### src/rtl/uart_pkg.sv
// Shared UART definitions: transmitter state encoding, default baud divisor,
// frame-length helper and the parity function used by uart_tx and uart_rx.
`timescale 1ns/1ps
package uart_pkg;

   typedef enum logic [2:0] {
      ST_IDLE   = 3'd0,
      ST_START  = 3'd1,
      ST_DATA   = 3'd2,
      ST_PARITY = 3'd3,
      ST_STOP   = 3'd4
   } tx_state_e;

   // 25 MHz clock / 9600 baud
   localparam int unsigned BAUD_DIV_DEFAULT = 32'd2604;
   // start + 8 data + 1 stop
   localparam int unsigned FRAME_BITS_MIN   = 32'd10;

   function automatic int unsigned frame_cycles(input int unsigned baud_div,
                                                input int unsigned parity_en,
                                                input int unsigned stop_bits);
      return (FRAME_BITS_MIN + parity_en + stop_bits - 32'd1) * baud_div;
   endfunction

   // Even parity: the bit that makes the total count of ones even.
   function automatic logic even_parity(input logic [7:0] data);
      return ^data;
   endfunction

endpackage

### src/rtl/uart_baud_gen.sv
// Bit-period counter: counts 0..BAUD_DIV-1 and flags the last cycle of each bit.
// restart clears the count so a new state always gets a full bit period.
`timescale 1ns/1ps
module uart_baud_gen
   import uart_pkg::*;
#(
   parameter int unsigned BAUD_DIV = BAUD_DIV_DEFAULT
) (
   input  logic clk,
   input  logic clr,
   input  logic restart,
   output logic bit_done
);

   localparam logic [15:0] LAST_C = 16'(BAUD_DIV - 32'd1);

   logic [15:0] cnt_r;

   // Bit-period counter with synchronous clear and restart
   always_ff @(posedge clk) begin
      if (clr) begin
         cnt_r <= 16'd0;
      end else if (restart) begin
         cnt_r <= 16'd0;
      end else if (cnt_r == LAST_C) begin
         cnt_r <= 16'd0;
      end else begin
         cnt_r <= cnt_r + 16'd1;
      end
   end

   assign bit_done = (cnt_r == LAST_C);

endmodule

### src/rtl/uart_tx.sv
// UART transmitter: holding register plus shift register so the next byte can
// be queued while the current frame shifts out; TxD is driven from a flop.
`timescale 1ns/1ps
module uart_tx
   import uart_pkg::*;
#(
   parameter int unsigned BAUD_DIV  = BAUD_DIV_DEFAULT,
   parameter int unsigned PARITY_EN = 32'd0,
   parameter int unsigned STOP_BITS = 32'd1
) (
   input  logic       clk,
   input  logic       clr,
   input  logic       ready,
   input  logic [7:0] tx_data,
   output logic       tdre,
   output logic       tx_busy,
   output logic       TxD
);

   localparam logic [2:0] STOP_LAST_C = 3'(STOP_BITS - 32'd1);

   tx_state_e  state_r;
   tx_state_e  state_next_s;
   logic [2:0] bit_cnt_r;
   logic [2:0] bit_cnt_next_s;
   logic [7:0] hold_r;
   logic [7:0] shift_r;
   logic       parity_r;
   logic       tdre_r;
   logic       tx_busy_r;
   logic       txd_r;
   logic       take_s;
   logic       shift_en_s;
   logic       txd_s;
   logic       bit_done_s;
   logic       restart_s;

   // Every state entry starts a fresh bit period
   assign restart_s = (state_next_s != state_r);

   uart_baud_gen #(
      .BAUD_DIV (BAUD_DIV)
   ) u_baud (
      .clk      (clk),
      .clr      (clr),
      .restart  (restart_s),
      .bit_done (bit_done_s)
   );

   // FSM state register
   always_ff @(posedge clk) begin
      if (clr) begin
         state_r <= ST_IDLE;
      end else begin
         state_r <= state_next_s;
      end
   end

   // Next-state, line level and datapath controls
   always_comb begin
      state_next_s   = state_r;
      bit_cnt_next_s = bit_cnt_r;
      take_s         = 1'b0;
      shift_en_s     = 1'b0;
      txd_s          = 1'b1;
      case (state_r)
         ST_IDLE: begin
            txd_s = 1'b1;
            if (!tdre_r) begin
               take_s       = 1'b1;
               state_next_s = ST_START;
            end else begin
               state_next_s = ST_IDLE;
            end
         end
         ST_START: begin
            txd_s = 1'b0;
            if (bit_done_s) begin
               state_next_s = ST_DATA;
            end else begin
               state_next_s = ST_START;
            end
         end
         ST_DATA: begin
            txd_s = shift_r[0];
            if (bit_done_s) begin
               shift_en_s = 1'b1;
               if (bit_cnt_r == 3'd7) begin
                  bit_cnt_next_s = 3'd0;
                  if (PARITY_EN != 32'd0) begin
                     state_next_s = ST_PARITY;
                  end else begin
                     state_next_s = ST_STOP;
                  end
               end else begin
                  bit_cnt_next_s = bit_cnt_r + 3'd1;
               end
            end else begin
               state_next_s = ST_DATA;
            end
         end
         ST_PARITY: begin
            txd_s = parity_r;
            if (bit_done_s) begin
               state_next_s = ST_STOP;
            end else begin
               state_next_s = ST_PARITY;
            end
         end
         ST_STOP: begin
            txd_s = 1'b1;
            // bit_cnt_r doubles as the stop-bit counter
            if (bit_done_s) begin
               if (bit_cnt_r == STOP_LAST_C) begin
                  bit_cnt_next_s = 3'd0;
                  if (!tdre_r) begin
                     take_s       = 1'b1;
                     state_next_s = ST_START;
                  end else begin
                     state_next_s = ST_IDLE;
                  end
               end else begin
                  bit_cnt_next_s = bit_cnt_r + 3'd1;
               end
            end else begin
               state_next_s = ST_STOP;
            end
         end
         default: begin
            state_next_s   = ST_IDLE;
            bit_cnt_next_s = 3'd0;
            txd_s          = 1'b1;
         end
      endcase
   end

   // Holding register, shift register, parity and bit counter
   always_ff @(posedge clk) begin
      if (clr) begin
         hold_r    <= 8'h00;
         shift_r   <= 8'h00;
         parity_r  <= 1'b0;
         tdre_r    <= 1'b1;
         bit_cnt_r <= 3'd0;
      end else begin
         bit_cnt_r <= bit_cnt_next_s;
         if (take_s) begin
            shift_r  <= hold_r;
            parity_r <= even_parity(hold_r);
            tdre_r   <= 1'b1;
         end else if (shift_en_s) begin
            shift_r <= {1'b0, shift_r[7:1]};
         end else begin
            shift_r <= shift_r;
         end
         // Load and transfer are exclusive: load needs an empty holding register
         if (tdre_r && ready) begin
            hold_r <= tx_data;
            tdre_r <= 1'b0;
         end else begin
            hold_r <= hold_r;
         end
      end
   end

   // Registered line and busy outputs
   always_ff @(posedge clk) begin
      if (clr) begin
         txd_r     <= 1'b1;
         tx_busy_r <= 1'b0;
      end else begin
         txd_r     <= txd_s;
         tx_busy_r <= (state_next_s != ST_IDLE);
      end
   end

   assign tdre    = tdre_r;
   assign tx_busy = tx_busy_r;
   assign TxD     = txd_r;

endmodule

### config.mk
export PLATFORM = sky130hd
export DESIGN_NAME = uart_tx
export DESIGN_NICKNAME = d
export VERILOG_FILES = /design/src/rtl/uart_pkg.sv /design/src/rtl/uart_baud_gen.sv /design/src/rtl/uart_tx.sv
export SDC_FILE = /design/constraint.sdc
export NUM_CORES = 1
export LEC_CHECK = 0
export ABC_AREA = 1
export BUFFER_PORTS_ARGS = -buffer_cell sky130_fd_sc_hd__buf_2
export CAP_MARGIN = 20
export CORE_UTILIZATION = 49
export DETAILED_ROUTE_END_ITERATION = 10
export PLACE_DENSITY = 0.73
export SLEW_MARGIN = 20
export SYNTH_ARGS = -nofsm -noshare
export SYNTH_HDL_FRONTEND = slang
export SYNTH_SLANG_ARGS = --single-unit
### constraint.sdc
create_clock -name clk -period 1.45 [get_ports clk]
set_input_delay 0.29 -clock clk [delete_from_list [all_inputs] [get_ports clk]]
set_output_delay 0.29 -clock clk [all_outputs]
set_load 0.05 [all_outputs]
==> flow_results.org <==
** Yosys
- By instance count, the leading cell after synthesis is sky130_fd_sc_hd__nand2_1.
- In the synthesized netlist, the cells that appear most often are sky130_fd_sc_hd__nand2_1 (59), sky130_fd_sc_hd__nor2_1 (49), sky130_fd_sc_hd__dfxtp_1 (42).
- Sequential share of the synthesized area :: 38.6%
- Ranked by total cell area, the synthesized netlist is headed by sky130_fd_sc_hd__dfxtp_1 (39%), sky130_fd_sc_hd__nand2_1 (10%), sky130_fd_sc_hd__nor2_1 (8.4%).
- The synthesized design contains 0 enable-type register cells.
- Mapped Nets :: 319
- In this run, synthesis produced a sequential element count of 42.
- Distinct cell type count after synthesis :: 36
- Most used flip-flop cell after synthesis :: sky130_fd_sc_hd__dfxtp_1
- Post-synthesis async set-or-reset flop share :: 0%
- For this run, the number of Yosys warnings is 0.
- Most area-hungry cell type in the Yosys netlist :: sky130_fd_sc_hd__dfxtp_1
- The mapped netlist covers 2180 sq um.
- Synth Instances :: 304
- Summed over its instances, the top area cell type makes up 38.6% of the synthesized netlist area.
- A synthesized cell averages 7.17 sq um.

** Min path
- Class of the most critical hold timing path :: in -> reg
- The startpoint identified for the worst hold timing path is tx_data[5].
- Cell depth of the worst hold path :: 3
- End point of the most critical hold path :: hold_r[5]$_SDFFE_PP0P_

** Setup path
- By startpoint and endpoint, the worst setup path is classified as reg -> reg.
- Measured in cells, the most critical reg-to-reg path has a length of 12.
- STA puts the critical path data required time at 1.65 ns.
- Start of the worst register-to-register path :: u_baud.cnt_r[1]$_SDFF_PP0_
- The endpoint identified for the worst register-to-register timing path is bit_cnt_r[0]$_SDFFE_PP0P_.
- For flop-to-flop paths, the worst setup slack is -0.06 ns.
- STA classifies the critical path startpoint as a register.
- Data on the critical path arrives at its endpoint at 1.71 ns.
- The worst setup path is captured at a register.
- Along the worst path, the maximum fanout reaches 4.

** CTS
- Clk_lat worst skew :: 0.30 ns
- Number of buffers added by the clock tree synthesis step :: 5
- CTS H-Tree Depth :: 2
- After clock tree synthesis, the clock-pin slew on the worst setup and hold paths is 0.08 ns.
- Post-CTS Hold Buffers :: 0
- The clock drives 42 sinks.
- TritonCTS built the clock tree.
- The clock passes through at most 2 buffers.
- Root buffer selected by CTS :: sky130_fd_sc_hd__clkbuf_8

** Cells and area
- Post-route cell area :: 2790 sq um
- 0 antenna diodes ended up in the layout.
- The finished layout holds 397 standard cells, fillers aside.
- The final layout contains 361 nets.
- Relative to the synthesized area, the layout overhead comes to 28.1%.
- In the final layout, the share of cells above drive strength 1 is 34.3%.

** Timing
- The number of endpoints with negative hold slack in the final report was 0.
- Total negative setup slack :: -0.266 ns
- Setup slack on the critical path of the routed design comes to -0.0620 ns.
- Fin crit period :: 1.51 ns
- In the finished design, the share of the clock period the worst path needs comes to 104%.
- Measured slew at the worst slew-check pin :: 0.370 ns
- Peak Freq :: 661 MHz
- Setup repair after global routing could not meet its margin everywhere.
- The number of pins with negative max-slew slack in the final report came to 0.
- Clock skew on the completed layout was measured at 0.00890 ns.
- Final-report setup violation count :: 11
- Max transition margin :: 75.1%

** Job
- The tool flagged a number of max-cap violations equal to 0.

** Global routing
- Pin count of the biggest net entering global routing :: 16
- Overall Global Routing Usage :: 21.4%
- The via count of the first global-routing pass is 1766.
- Wire length of the first global-routing pass :: 7420 microns
- Number of antenna violations at the first check in global routing :: 0
- Leftover overflow at the end of global routing :: 0

** Power and ir drop
- IR analysis of the VDD net gives a maximum drop of 0.822 mV.
- Power density relative to cell area :: 913 nW/um^2
- The design draws 2550 uW.
- Cell leakage power :: 0.00126 uW

** Floorplan
- The total area inside the core boundary comes to 4140 sq um.
- Count of pins on the block boundary :: 14
- The die is 68.7 microns tall.
- Once the floorplan was initialized, standard cells occupied 52.6% of the core.
- The die is 68.7 microns wide.
- The die covers 4720 sq um.
- Row generation in the floorplan step produced 23 rows.

** Routing
- Via count :: 2025
- Final Routed Wirelength :: 4770 microns
- Mean number of vias per cell :: 5.10
- For this block, the initial DRC count from the detailed router was 161.
- Number of antenna-violating nets in the routed design :: 0
- Number of iterations in the first detailed-routing pass :: 4
- DR WL/cell :: 12.0 microns
- Post-route DRC :: 0

** Placed design
- OpenSTA, run right after detailed placement, puts the worst setup slack at -0.0736 ns.
- Buffers placed on the I/O ports in this run total 13.
- The number of placed instances, taps included, is 385.
- After detailed placement, the total cell area comes to 2450 sq um.
- Detailed placer's ending HPWL :: 3290 microns
- Global placer's final weighted congestion :: 0.872

** Status
- Outcome :: finished with violations
- Violations in the final reports :: negative setup slack
layout make-up:
cell class	instances	area (sq um)
clock buffers	6	72.6
clock inverters	2	37.5
fillers	362	1350
inverters	44	174
multi-input cells	213	1320
flip-flops and latches	42	847
well taps	50	62.6
repair buffers	40	283
worst max path at each step:
stage	from	end
after global routing	u_baud.cnt_r[0]$_SDFF_PP0_	tx_busy$_SDFF_PP0_
after detailed placement	u_baud.cnt_r[0]$_SDFF_PP0_	tx_busy$_SDFF_PP0_
final	u_baud.cnt_r[1]$_SDFF_PP0_	bit_cnt_r[0]$_SDFFE_PP0P_
after global placement	u_baud.cnt_r[0]$_SDFF_PP0_	bit_cnt_r[0]$_SDFFE_PP0P_
after floorplan	u_baud.cnt_r[0]$_SDFF_PP0_	bit_cnt_r[0]$_SDFFE_PP0P_
after CTS	u_baud.cnt_r[0]$_SDFF_PP0_	u_baud.cnt_r[15]$_SDFF_PP0_
logic make-up (layout without fill, tap and decap cells):
kind of cell,after synthesis,in the layout,share of synthesized area (%)
xor gates and xnor gates,9,9,3.61
AOI/OAI and AO/OA,44,44,11.4
buffers and inverters,50,92,9.41
and+or+nand+nor,155,156,34.8
DFF,42,42,38.6
adders and majority gates,4,4,2.29
repair_timing:
action                     4_1_cts  5_1_grt
setup endpoints to repair       17       32
gates resized for setup         16       42
setup buffers                    1        2
pin swaps                        7        8
cloned                           0        1
power breakdown:
group          switching [uW]  total [uW]  internal (uW)
clock network             406         920            514
logic                     217         380            162
registers                41.9        1250           1210
total                     666        2550           1880
worst max-delay path, cell delays in order (launching register included):
cell	delay (ns)
sky130_fd_sc_hd__dfxtp_2	0.35
sky130_fd_sc_hd__ha_4	0.15
sky130_fd_sc_hd__inv_4	0.04
sky130_fd_sc_hd__nor2_4	0.13
sky130_fd_sc_hd__nand2_4	0.08
sky130_fd_sc_hd__nor2_8	0.16
sky130_fd_sc_hd__nand2_4	0.10
sky130_fd_sc_hd__inv_4	0.10
sky130_fd_sc_hd__nand2_4	0.08
sky130_fd_sc_hd__nand2_4	0.08
sky130_fd_sc_hd__nand2_2	0.06
sky130_fd_sc_hd__nand2_2	0.06
sky130_fd_sc_hd__nor2_2	0.04
layer usage:
layer | track usage [%] | vias up | part of all wire [%]
met5 | 0 | - | 0
met4 | 6.38 | 0 | 1.8
met3 | 5.92 | 12 | 4.7
met2 | 35.2 | 53 | 48
met1 | 27.2 | 907 | 45
li1 | - | 1053 | -
sequential cells by signal (all words and copies together) (netlist names):
signal / flops
tx_busy: 1
TxD: 1
parity_r: 1
hold_r: 8
u_baud.cnt_r: 16
tdre: 1
state_r: 3
shift_r: 8
bit_cnt_r: 3
cell usage in the layout, fill, tap and decap left out, types with 9 or more instances in the layout:
cell type / Yosys / final
sky130_fd_sc_hd__nand2_1: 59 / 48
sky130_fd_sc_hd__dfxtp_1: 42 / 37
sky130_fd_sc_hd__buf_2: 1 / 13
sky130_fd_sc_hd__buf_4: 0 / 24
sky130_fd_sc_hd__nor2_2: 2 / 9
sky130_fd_sc_hd__inv_1: 35 / 32
sky130_fd_sc_hd__nor2_1: 49 / 40
sky130_fd_sc_hd__o21ai_0: 12 / 10
sky130_fd_sc_hd__a21oi_1: 20 / 17
sky130_fd_sc_hd__nand2_2: 5 / 12
sky130_fd_sc_hd__nand3_1: 13 / 10
metrics by stage:
stage | util, % | hold WS [ns]
after global routing | 67.4 | 0.253
after detailed placement | 59.2 | 0.464
after floorplan | - | 0.418
after CTS | 63.5 | 0.232
after global placement | 59.2 | 0.455
final | 67.4 | 0.236
Power figures use the tool's default switching activity.
